[src/rtl/alu_exec_unit.sv]
// alu_exec_unit: execute-stage ALU with optional conditional-branch evaluation.
// Accepts one request per valid/ready handshake. The result, BranchTaken and zero
// are registered and held until the downstream stage accepts them.
// Shifts run iteratively, one bit per cycle. All other operations take one cycle.
// Optional build macro: ALU_EXEC_FAST_SHIFT_EN. When it is defined, a combinational
// barrel shifter replaces the iterative shifter, and every operation has latency 1.
module alu_exec_unit #(
  parameter int WIDTH = 32,
  parameter int SHW   = 5
) (
  input  logic             clk,
  input  logic             rst_n,
  input  logic             in_valid,
  output logic             in_ready,
  input  logic [2:0]       ALUopr,
  input  logic             SUBorSRA,
  input  logic             BranchEn,
  input  logic [2:0]       funct3,
  input  logic [WIDTH-1:0] opA,
  input  logic [WIDTH-1:0] opB,
  output logic             out_valid,
  input  logic             out_ready,
  output logic [WIDTH-1:0] result,
  output logic             BranchTaken,
  output logic             zero
);

  localparam logic [2:0] OP_ADD  = 3'b000;
  localparam logic [2:0] OP_SLL  = 3'b001;
  localparam logic [2:0] OP_SLT  = 3'b010;
  localparam logic [2:0] OP_SLTU = 3'b011;
  localparam logic [2:0] OP_XOR  = 3'b100;
  localparam logic [2:0] OP_SRL  = 3'b101;
  localparam logic [2:0] OP_OR   = 3'b110;
  localparam logic [2:0] OP_AND  = 3'b111;

  localparam logic [2:0] BR_BEQ  = 3'b000;
  localparam logic [2:0] BR_BNE  = 3'b001;
  localparam logic [2:0] BR_BLT  = 3'b100;
  localparam logic [2:0] BR_BGE  = 3'b101;
  localparam logic [2:0] BR_BLTU = 3'b110;
  localparam logic [2:0] BR_BGEU = 3'b111;

  typedef enum logic [1:0] {
    IDLE  = 2'd0,
    SHIFT = 2'd1,
    DONE  = 2'd2
  } state_t;

  state_t state_q;
  state_t state_d;

  // Single-cycle ALU. In the iterative build, a shift only reaches this path
  // when its shift amount is zero, so the operand passes through unchanged.
  function automatic logic [WIDTH-1:0] alu_calc(
    input logic [2:0]       opr,
    input logic             alt,
    input logic [WIDTH-1:0] a,
    input logic [WIDTH-1:0] b
  );
    logic signed [WIDTH-1:0] sa;
    logic signed [WIDTH-1:0] sb;
    logic        [WIDTH-1:0] r;
`ifdef ALU_EXEC_FAST_SHIFT_EN
    logic        [SHW-1:0]   sh;
    sh = b[SHW-1:0];
`endif
    sa = a;
    sb = b;
    r  = '0;
    case (opr)
      OP_ADD:  r = alt ? (a - b) : (a + b);
`ifdef ALU_EXEC_FAST_SHIFT_EN
      OP_SLL:  r = a << sh;
`else
      OP_SLL:  r = a;
`endif
      OP_SLT:  r = {{(WIDTH-1){1'b0}}, (sa < sb)};
      OP_SLTU: r = {{(WIDTH-1){1'b0}}, (a < b)};
      OP_XOR:  r = a ^ b;
`ifdef ALU_EXEC_FAST_SHIFT_EN
      OP_SRL:  r = alt ? (sa >>> sh) : (a >> sh);
`else
      OP_SRL:  r = a;
`endif
      OP_OR:   r = a | b;
      OP_AND:  r = a & b;
    endcase
    return r;
  endfunction

  // Branch condition, derived from the final ALU result.
  function automatic logic branch_eval(
    input logic             en,
    input logic [2:0]       f3,
    input logic [WIDTH-1:0] r
  );
    logic t;
    t = 1'b0;
    if (en) begin
      case (f3)
        BR_BEQ:          t = (r == '0);
        BR_BNE:          t = (r != '0);
        BR_BLT, BR_BLTU: t = r[0];
        BR_BGE, BR_BGEU: t = ~r[0];
        default:         t = 1'b0;
      endcase
    end
    return t;
  endfunction

  logic [WIDTH-1:0] alu_res;
  logic             go_shift;
  logic             fin_load;
  logic [WIDTH-1:0] fin_res;
  logic             fin_en;
  logic [2:0]       fin_f3;

  assign in_ready  = (state_q == IDLE);
  assign out_valid = (state_q == DONE);
  assign alu_res   = alu_calc(ALUopr, SUBorSRA, opA, opB);

`ifdef ALU_EXEC_FAST_SHIFT_EN
  assign go_shift = 1'b0;
`else
  // One-bit shift step. A left shift fills with zero. A right shift fills
  // with the sign bit only when it is arithmetic.
  function automatic logic [WIDTH-1:0] shift_one(
    input logic [WIDTH-1:0] w,
    input logic             left,
    input logic             arith
  );
    logic [WIDTH-1:0] r;
    if (left) r = {w[WIDTH-2:0], 1'b0};
    else      r = {arith & w[WIDTH-1], w[WIDTH-1:1]};
    return r;
  endfunction

  logic [WIDTH-1:0] shift_work_p1;
  logic [WIDTH-1:0] shift_next;
  logic [SHW-1:0]   shift_cnt_p1;
  logic             shift_left_p1;
  logic             shift_arith_p1;
  logic             br_en_p1;
  logic [2:0]       br_f3_p1;
  logic             is_shift;
  logic             shift_last;

  assign is_shift   = (ALUopr == OP_SLL) || (ALUopr == OP_SRL);
  assign go_shift   = is_shift && (opB[SHW-1:0] != '0);
  assign shift_next = shift_one(shift_work_p1, shift_left_p1, shift_arith_p1);
  assign shift_last = (shift_cnt_p1 == SHW'(1));
`endif

  // Select what gets written into the output registers, and when.
  always_comb begin
    fin_load = 1'b0;
    fin_res  = alu_res;
    fin_en   = BranchEn;
    fin_f3   = funct3;
    if (state_q == IDLE) begin
      fin_load = in_valid && !go_shift;
    end
`ifndef ALU_EXEC_FAST_SHIFT_EN
    else if ((state_q == SHIFT) && shift_last) begin
      fin_load = 1'b1;
      fin_res  = shift_next;
      fin_en   = br_en_p1;
      fin_f3   = br_f3_p1;
    end
`endif
  end

  // Next-state logic. In DONE, a new request waits until the output has left.
  always_comb begin
    state_d = state_q;
    case (state_q)
      IDLE: begin
        if (in_valid) state_d = go_shift ? SHIFT : DONE;
      end
      SHIFT: begin
`ifdef ALU_EXEC_FAST_SHIFT_EN
        state_d = DONE;
`else
        if (shift_last) state_d = DONE;
`endif
      end
      DONE: begin
        if (out_ready) state_d = IDLE;
      end
      default: state_d = IDLE;
    endcase
  end

  // FSM state register.
  always_ff @(posedge clk or negedge rst_n) begin
    if (!rst_n) state_q <= IDLE;
    else        state_q <= state_d;
  end

  // Output registers. They change only when an operation completes.
  always_ff @(posedge clk or negedge rst_n) begin
    if (!rst_n) begin
      result      <= '0;
      BranchTaken <= 1'b0;
      zero        <= 1'b0;
    end else if (fin_load) begin
      result      <= fin_res;
      BranchTaken <= branch_eval(fin_en, fin_f3, fin_res);
      zero        <= (fin_res == '0);
    end
  end

`ifndef ALU_EXEC_FAST_SHIFT_EN
  // Shift counter. It is loaded with the shift amount on accept and counts down once per SHIFT cycle.
  always_ff @(posedge clk or negedge rst_n) begin
    if (!rst_n) begin
      shift_cnt_p1 <= '0;
    end else if ((state_q == IDLE) && in_valid && go_shift) begin
      shift_cnt_p1 <= opB[SHW-1:0];
    end else if (state_q == SHIFT) begin
      shift_cnt_p1 <= shift_cnt_p1 - SHW'(1);
    end
  end

  // Operand capture on accept, then one-bit shift steps. Datapath only, so no reset.
  always_ff @(posedge clk) begin
    if ((state_q == IDLE) && in_valid) begin
      shift_work_p1  <= opA;
      shift_left_p1  <= (ALUopr == OP_SLL);
      shift_arith_p1 <= SUBorSRA;
      br_en_p1       <= BranchEn;
      br_f3_p1       <= funct3;
    end else if (state_q == SHIFT) begin
      shift_work_p1  <= shift_next;
    end
  end
`endif

endmodule

[config.mk]
export PLATFORM = sky130hd
export DESIGN_NAME = alu_exec_unit
export DESIGN_NICKNAME = d
export VERILOG_FILES = /design/src/rtl/alu_exec_unit.sv
export SDC_FILE = /design/constraint.sdc
export NUM_CORES = 1
export LEC_CHECK = 0
export BUFFER_PORTS_ARGS = -buffer_cell sky130_fd_sc_hd__buf_2
export CORE_MARGIN = 5
export CORE_UTILIZATION = 51
export DETAILED_ROUTE_END_ITERATION = 7
export PLACE_DENSITY_LB_ADDON = 0.3
export SLEW_MARGIN = 0
export SYNTH_ARGS = -nofsm -noshare
export SYNTH_HDL_FRONTEND = slang
export SYNTH_SLANG_ARGS = --single-unit
[constraint.sdc]
create_clock -name clk -period 9 [get_ports clk]
set_input_delay 1.35 -clock clk [delete_from_list [all_inputs] [get_ports clk]]
set_output_delay 1.35 -clock clk [all_outputs]
set_load 0.05 [all_outputs]
==> qor.csv, run 1 <==
metric,value,unit
status,finished clean,
drc,0,
combPwrFrac,54.0,%
ys_seq_area_share,22.2,%
portBuffers,111,
cts_resized,0,
grt_use_total,30.8,%
synth.area.mux_share,5.32,%
synth.ff_latch_count,79,
yosysUniqueCellTypes,79,
finalHoldViolations,0,
grt_pass1_wl,54000,microns
place_hpwl,27100,microns
post-synth-top-area-cell,ha_1,
synth_area,9770,sq um
via_per_inst,6.62,
die_width,148,microns
grt_max_degree,64,
synth_edf_count,38,
antenna_found_initial,0,
p_clk_share,16.8,%
period_needed,5310,ps
htreeDepth,3,
num_antenna_cells,0,
antenna_left,0,
fin_util,57.1,%
top_usage_layer,met1,
crit_type,input port to flop,
grt_pass1_vias,9634,
synth_flop_cell,dfrtp_1,
cts-buffers-inserted,9,
syn_nets,1471,
top_level_ports,112,
clock.fmax,188,MHz
area_growth,9.62,%
final_area,10700,sq um
num-nets-final,1527,
avgSynthCellArea,7.54,sq um
setup_violations,0,
grt_use_met2,45.2,%
slew_viol_final,0,
p_per_area,204,nW/um^2
core,18800,sq um
drtIter0Drc,1495,
drive_above_1_share,13.1,%
worst-slew-pin-transition,1070,ps
finClkSkew,10.8,ps
yosys_warnings,0,
routed_wl,35100,microns
clk_pin_slew,60,ps
drv_cap,0,
peakVddDrop,0.105,mV
crit_fanout,6,
hold_buffers,0,
seqPwrFrac,29.2,%
cp-start-kind,input port,
post-cts-setup-buffer-count,0,
slew_headroom,27.9,%
dr.pass1.iters,6,
switching_share,48.5,%
end_kind,flop,
synth_compound_area_share,30.1,%
fp.dieArea,22000,sq um
cts.sinks,79,
async_flop_share,51.9,%
met3_usage,5.42,%
grt.met1_usage,46.3,%
cts_buffer_depth,2,
synth_cells,1295,
num-fill-cells,1830,
switching_power,0.00106,W
crit_required,9220,ps
synth_top_family_by_area,compound AO/OA/AOI/OAI gates,
cp.arrival,5530,ps
synth_area_leaders,"ha_1 (13%), edfxtp_1 (12%), dfrtp_1 (11%)",
hp-class,flop to flop,
clockRootBuffer,clkbuf_16,
start_util,52.1,%
yosys.area_share.simple,19.6,%
rsz0062_at_grt,false,
synthAdderAreaFrac,13.0,%
tns,0,ps
rows,50,
wl_per_cell,22.1,microns
p_int,0.00112,W
finalCritPeriodShare,59.0,%
placed_area,10400,sq um
synth_xor_area_share,2.51,%
regToRegSetupSlack,4610,ps
cts_tree,done,
yosysTopAreaCellShare,12.6,%
grt_overflow,0,
gp_congestion,1.01,
num_vias,10525,
clock_latency,340,ps
die_h,148,microns
p_leak,4.78,nW
==> synthesized netlist by cell type, types with 29 or more instances <==
cell type,instances
a21oi_1,134
ha_1,98
nor3_1,34
dfrtp_1,41
edfxtp_1,38
o21ai_0,95
nand2_1,109
nor2_1,138
clkbuf_1,56
inv_1,104
a211oi_1,29
mux2i_1,35
==> area by class of cell <==
type / instances / area (sq um) / share of cell area, %
Clock buffer: 12 / 278 / 2.59
Clock inverter: 4 / 25.0 / 0.234
Inverter: 106 / 398 / 3.72
Multi-Input combinational cell: 1032 / 6900 / 64.5
Sequential cell: 79 / 2170 / 20.2
Tap cell: 234 / 293 / 2.73
Timing Repair Buffer: 123 / 646 / 6.03
==> metrics by stage <==
stage,total power [W],hold WS (ps),setup WS [ps],std cells
floorplan,0.00147,494,4350,1295
global placement,0.00177,454,3590,1574
detailed placement,0.00179,462,3510,1574
CTS,0.00216,475,3820,1590
global route,0.00230,496,3550,1590
finish,0.00218,467,3690,1590
==> sequential cells by signal, indices dropped and copies added (netlist names) <==
name            flops
zero                1
BranchTaken         1
shift_left_p1       1
state_q             2
br_en_p1            1
result             32
shift_work_p1      32
shift_arith_p1      1
shift_cnt_p1        5
br_f3_p1            3
==> logic make-up after synthesis <==
family                   after synthesis
AO/OA/AOI/OAI                        447
XOR/XNOR                              28
adder cells (fa/ha/maj)              100
buffers and inverters                184
flip-flops                            79
multiplexers                          50
AND/OR/NAND/NOR                      407
==> worst paths after layout <==
kind | cells after the start | startpoint | end
max reg2reg | 14 | shift_cnt_p1[1] | BranchTaken
min | 2 | result[4] | result[4]
min reg2reg | 2 | result[4] | result[4]
max | 16 | opA[0] | BranchTaken
min in group asynchronous | 1 | rst_n | result[30]
max in group asynchronous | 1 | rst_n | shift_cnt_p1[0]
==> worst max-delay path, stage by stage <==
cell and delay [ps]:
buf_2 110, ha_1 200, inv_1 70, fa_1 400, nor2b_1 180, o2111ai_1 280
a211oi_1 480, o31ai_1 210, o41ai_1 760, a31oi_1 210, mux2i_1 160, a311o_1 380
a211oi_1 230, o2111a_1 260, a31oi_1 80, nand3b_1 150
==> layout by cell type (no fill, tap or decap), types with 16 or more instances in the layout <==
cell / instances
o31ai_1: 22
dfrtp_1: 41
nand4_1: 16
buf_2: 111
nor4_1: 18
nor2_1: 137
edfxtp_1: 38
mux2i_1: 35
nor2b_1: 17
xnor2_1: 25
a21oi_1: 133
a211oi_1: 29
nand2_1: 108
nor3_1: 34
inv_1: 104
o21ai_0: 95
ha_1: 98
nand3_1: 24
==> power by group through the flow <==
stage / Sequential [W] / Combinational (W) / Clock, W
after floorplan: 0.000853 / 0.000615 / 0
after global placement: 0.000635 / 0.00114 / 0
after detailed placement: 0.000640 / 0.00115 / 0
after CTS: 0.000635 / 0.00116 / 0.000368
after global routing: 0.000651 / 0.00126 / 0.000388
final: 0.000637 / 0.00118 / 0.000366
==> per-layer routing <==
layer	part of all wire, %	vias to the layer above
met1	43	4927
li1	-	4838
met2	42	670
met4	2.7	0
met3	12	90
met5	0	-
Power figures use the tool's default switching activity.
==> run 2: changes to the inputs <==
==> constraint.sdc (replaced) <==
create_clock -name clk -period 5.05 [get_ports clk]
set_input_delay 0.7575 -clock clk [delete_from_list [all_inputs] [get_ports clk]]
set_output_delay 0.7575 -clock clk [all_outputs]
set_load 0.05 [all_outputs]
==> qor.csv, run 2 (synthesis results as in run 1) <==
metric,value,unit
status,finished clean,
p_leak,4.91,nW
num-fill-cells,1829,
htreeDepth,3,
die_width,148,microns
antenna_found_initial,0,
start_util,52.1,%
post-cts-setup-buffer-count,0,
rows,50,
cts_buffer_depth,2,
hp-class,flop to flop,
cts_tree,done,
p_per_area,358,nW/um^2
drc,0,
finalHoldViolations,0,
via_per_inst,6.63,
crit_type,input port to flop,
slew_headroom,38.7,%
clockRootBuffer,clkbuf_16,
wl_per_cell,22.8,microns
clock.fmax,217,MHz
fin_util,58.1,%
hold_buffers,0,
end_kind,flop,
top_level_ports,112,
drive_above_1_share,14.8,%
grt_overflow,0,
slew_viol_final,0,
finalCritPeriodShare,91.1,%
drv_cap,0,
cts_resized,0,
place_hpwl,29000,microns
clk_pin_slew,60,ps
num_antenna_cells,0,
area_growth,11.7,%
setup_violations,0,
tns,0,ps
core,18800,sq um
grt_max_degree,59,
grt_pass1_wl,56000,microns
worst-slew-pin-transition,919,ps
gp_congestion,1.04,
cp-start-kind,input port,
routed_wl,36900,microns
cp.arrival,4820,ps
die_h,148,microns
cts.sinks,79,
num-nets-final,1556,
peakVddDrop,0.190,mV
crit_required,5260,ps
grt_pass1_vias,9725,
grt_use_total,32.3,%
antenna_left,0,
cts-buffers-inserted,9,
ff_latch_area,2170,sq um
drtIter0Drc,1732,
multi_input_comb_area,6900,sq um
portBuffers,111,
largestRegisters,"result x32, shift_work_p1 x32, shift_cnt_p1 x5",
clock_latency,340,ps
fp.dieArea,22000,sq um
period_needed,4600,ps
mostFrequentLayoutCell,nor2_1,
crit_fanout,5,
rsz0062_at_grt,false,
finClkSkew,7.55,ps
dr.pass1.iters,6,
layout_common_cells,"nor2_1 (137), a21oi_1 (133), buf_2 (111)",
num_vias,10739,
==> run 2: cell count changes in the layout (fill, tap and decap cells not counted), sizes merged <==
cell	delta
buf	+29
clkbuf	-1
clkinv	+1
==> run 2: where the power goes <==
part           internal (W)  switching (W)
logic              0.000649        0.00149
registers          0.000986       0.000161
clock network      0.000361       0.000255
total               0.00200        0.00191
==> run 2: layout make-up <==
class	instances	area share (%)
multi-input combinational	1032	63.3
sequential	79	19.9
timing repair buffer	152	7.91
inverter	106	3.65
tap	234	2.68
clock buffer	11	2.33
clock inverter	5	0.275
==> run 2: through the flow <==
step	cell area, sq um	power, W	std cells	hold slack [ps]	setup slack, ps
global route	10900	0.00411	1619	489	272
finish	10900	0.00391	1619	469	447
floorplan	9770	0.00262	1295	462	993
CTS	10900	0.00386	1619	472	555
detailed placement	10600	0.00325	1603	459	268
global placement	10600	0.00322	1603	450	323
==> run 2: routing by layer <==
metal,routed length [microns],vias to the layer above,track usage (%)
met1,16000,4952,48.8
met2,15200,788,46.5
li1,-,4903,-
met4,1070,0,8.96
met3,4730,96,6.43
met5,0,-,0
==> run 2: worst paths after layout <==
kind,start,end,slack (ps),cells past startpoint
worst max-delay path,opA[0],BranchTaken,450,18
worst min-delay path,result[23],result[23],470,2
worst max register to register,shift_cnt_p1[1],BranchTaken,1060,15
worst min register to register,result[23],result[23],470,2
max in group asynchronous,rst_n,shift_cnt_p1[4],3930,1
min in group asynchronous,rst_n,result[25],540,1
==> run 2: critical path, stage by stage <==
cell and delay [ps]:
buf_2 120, ha_1 200, inv_1 70, fa_1 400, nor2b_1 180, o2111ai_1 170, buf_4 200, a211oi_1 400
o31ai_1 250, o41ai_1 440, buf_4 200, a31oi_1 110, mux2i_1 160, a311o_1 370, a211oi_1 260, o2111a_1 280
a31oi_1 90, nand3b_1 150
==> run 3: changes to the inputs <==
--- a/config.mk
+++ b/config.mk
@@ -10,6 +10,7 @@
 export CORE_UTILIZATION = 51
 export DETAILED_ROUTE_END_ITERATION = 7
 export PLACE_DENSITY_LB_ADDON = 0.3
+export RECOVER_POWER = 50
 export SLEW_MARGIN = 0
 export SYNTH_ARGS = -nofsm -noshare
 export SYNTH_HDL_FRONTEND = slang
==> qor.csv, run 3 (synthesis results as in run 1) <==
metric,value,unit
r2r-start,shift_cnt_p1[1],
holdWs,469,ps
dp.cells,1603,
r2r_end,BranchTaken,
mostFrequentLayoutCell,nor2_1,
drv_cap,3,
post-cts-setup-buffer-count,0,
grt_overflow,0,
period_needed,4590,ps
cts_resized,0,
slew_headroom,-83.8,%
start_util,52.1,%
placed_area,10600,sq um
stdcell_count,1619,
clock_latency,340,ps
largestRegisters,"result x32, shift_work_p1 x32, shift_cnt_p1 x5",
setup.worst_path.start,opA[0],
slowest_stage,o41ai_1,
cp_cell_sequence,buf_2 > ha_1 > inv_1 > fa_1 > nor2b_1 > o2111ai_1 > buf_4 > a211oi_1 > o31ai_1 > o41ai_1 > buf_4 > a31oi_1 > mux2i_1 > a311o_1 > a211oi_1 > o2111a_1 > a31oi_1 > nand3b_1,
whs_endpoint,result[23],
setup_violations,0,
crit_required,5260,ps
area_growth,11.4,%
core,18800,sq um
dr.pass1.iters,8,
clockRootBuffer,clkbuf_16,
finalCritPeriodShare,90.9,%
wl_per_cell,22.8,microns
final_area,10900,sq um
path_buf_inv,4,
num-nets-final,1556,
routed_wl,37000,microns
antenna_found_initial,0,
fp.dieArea,22000,sq um
portBuffers,111,
rsz0062_at_grt,false,
drive_above_1_share,13.6,%
regToRegSetupSlack,1100,ps
num_antenna_cells,0,
gp_congestion,1.04,
failed_checks,"capacitance limit, slew limit",
worst-slew-pin-transition,2760,ps
hp-class,flop to flop,
cp-start-kind,input port,
hold_buffers,0,
grt_use_total,32.3,%
p_leak,4.86,nW
antenna_left,0,
num-fill-cells,1836,
crit_type,input port to flop,
tns,0,ps
peakVddDrop,0.189,mV
p_per_area,359,nW/um^2
grt_max_degree,59,
p_total,0.00391,W
htreeDepth,3,
die_h,148,microns
grt_pass1_wl,56000,microns
holdCritStartpoint,result[23],
drc,0,
holdPathStages,2,
die_width,148,microns
layout_common_cells,"nor2_1 (137), a21oi_1 (133), nand2_1 (108)",
via_per_inst,6.64,
cp.arrival,4800,ps
status,"complete, but fails checks",
grt_pass1_vias,9725,
cts.sinks,79,
reg2reg_depth,15,
slew_viol_final,134,
place_hpwl,29000,microns
drtIter0Drc,1684,
rows,50,
cpPeakStageDelay,420,ps
cts_tree,done,
finalHoldViolations,0,
cts-buffers-inserted,9,
end_kind,flop,
cp_top_family,compound AO/OA/AOI/OAI gates,
num_vias,10756,
cts_buffer_depth,2,
finClkSkew,7.38,ps
clk_pin_slew,60,ps
top_level_ports,112,
crit_fanout,5,
clock.fmax,218,MHz
## run 3: final cells by class
cell class                      instances  area, sq um  area share [%]
Clock buffer                           11          254            2.33
Tap cell                              234          293            2.69
Sequential cell                        79         2170            19.9
Multi-Input combinational cell       1032         6900            63.4
Clock inverter                          5         30.0           0.276
Timing Repair Buffer                  152          838            7.70
Inverter                              106          398            3.66
## run 3: worst min-delay path, stage by stage, from the launching register on
cell	delay, ps
dfrtp_1	340
nand2_1	50
nand2_1	50
## run 3: through the flow
step / setup WS, ps / utilization [%]
after floorplan: 993 / -
after global placement: 323 / 56.6
after detailed placement: 268 / 56.6
after CTS: 555 / 58.1
after global routing: 272 / 58.0
final: 460 / 58.0
## run 3: where the power goes
part | switching [W] | internal (W)
Combinational | 0.00150 | 0.000641
Clock | 0.000256 | 0.000361
Sequential | 0.000163 | 0.000991
## run 3: worst max-delay path by stage
stage	depth (start not counted)	endpoint	slack, ps
finish	18	BranchTaken	460
detailed placement	18	BranchTaken	270
global placement	15	BranchTaken	320
CTS	18	BranchTaken	550
global route	18	BranchTaken	270
floorplan	15	BranchTaken	990
## run 3: routing by layer
layer / global-route usage [%] / vias up / share of wire (%)
met2: 46.5 / 768 / 41
met1: 48.8 / 4992 / 43
met3: 6.43 / 83 / 13
met5: 0 / - / 0
li1: - / 4913 / -
met4: 8.96 / 0 / 2.7
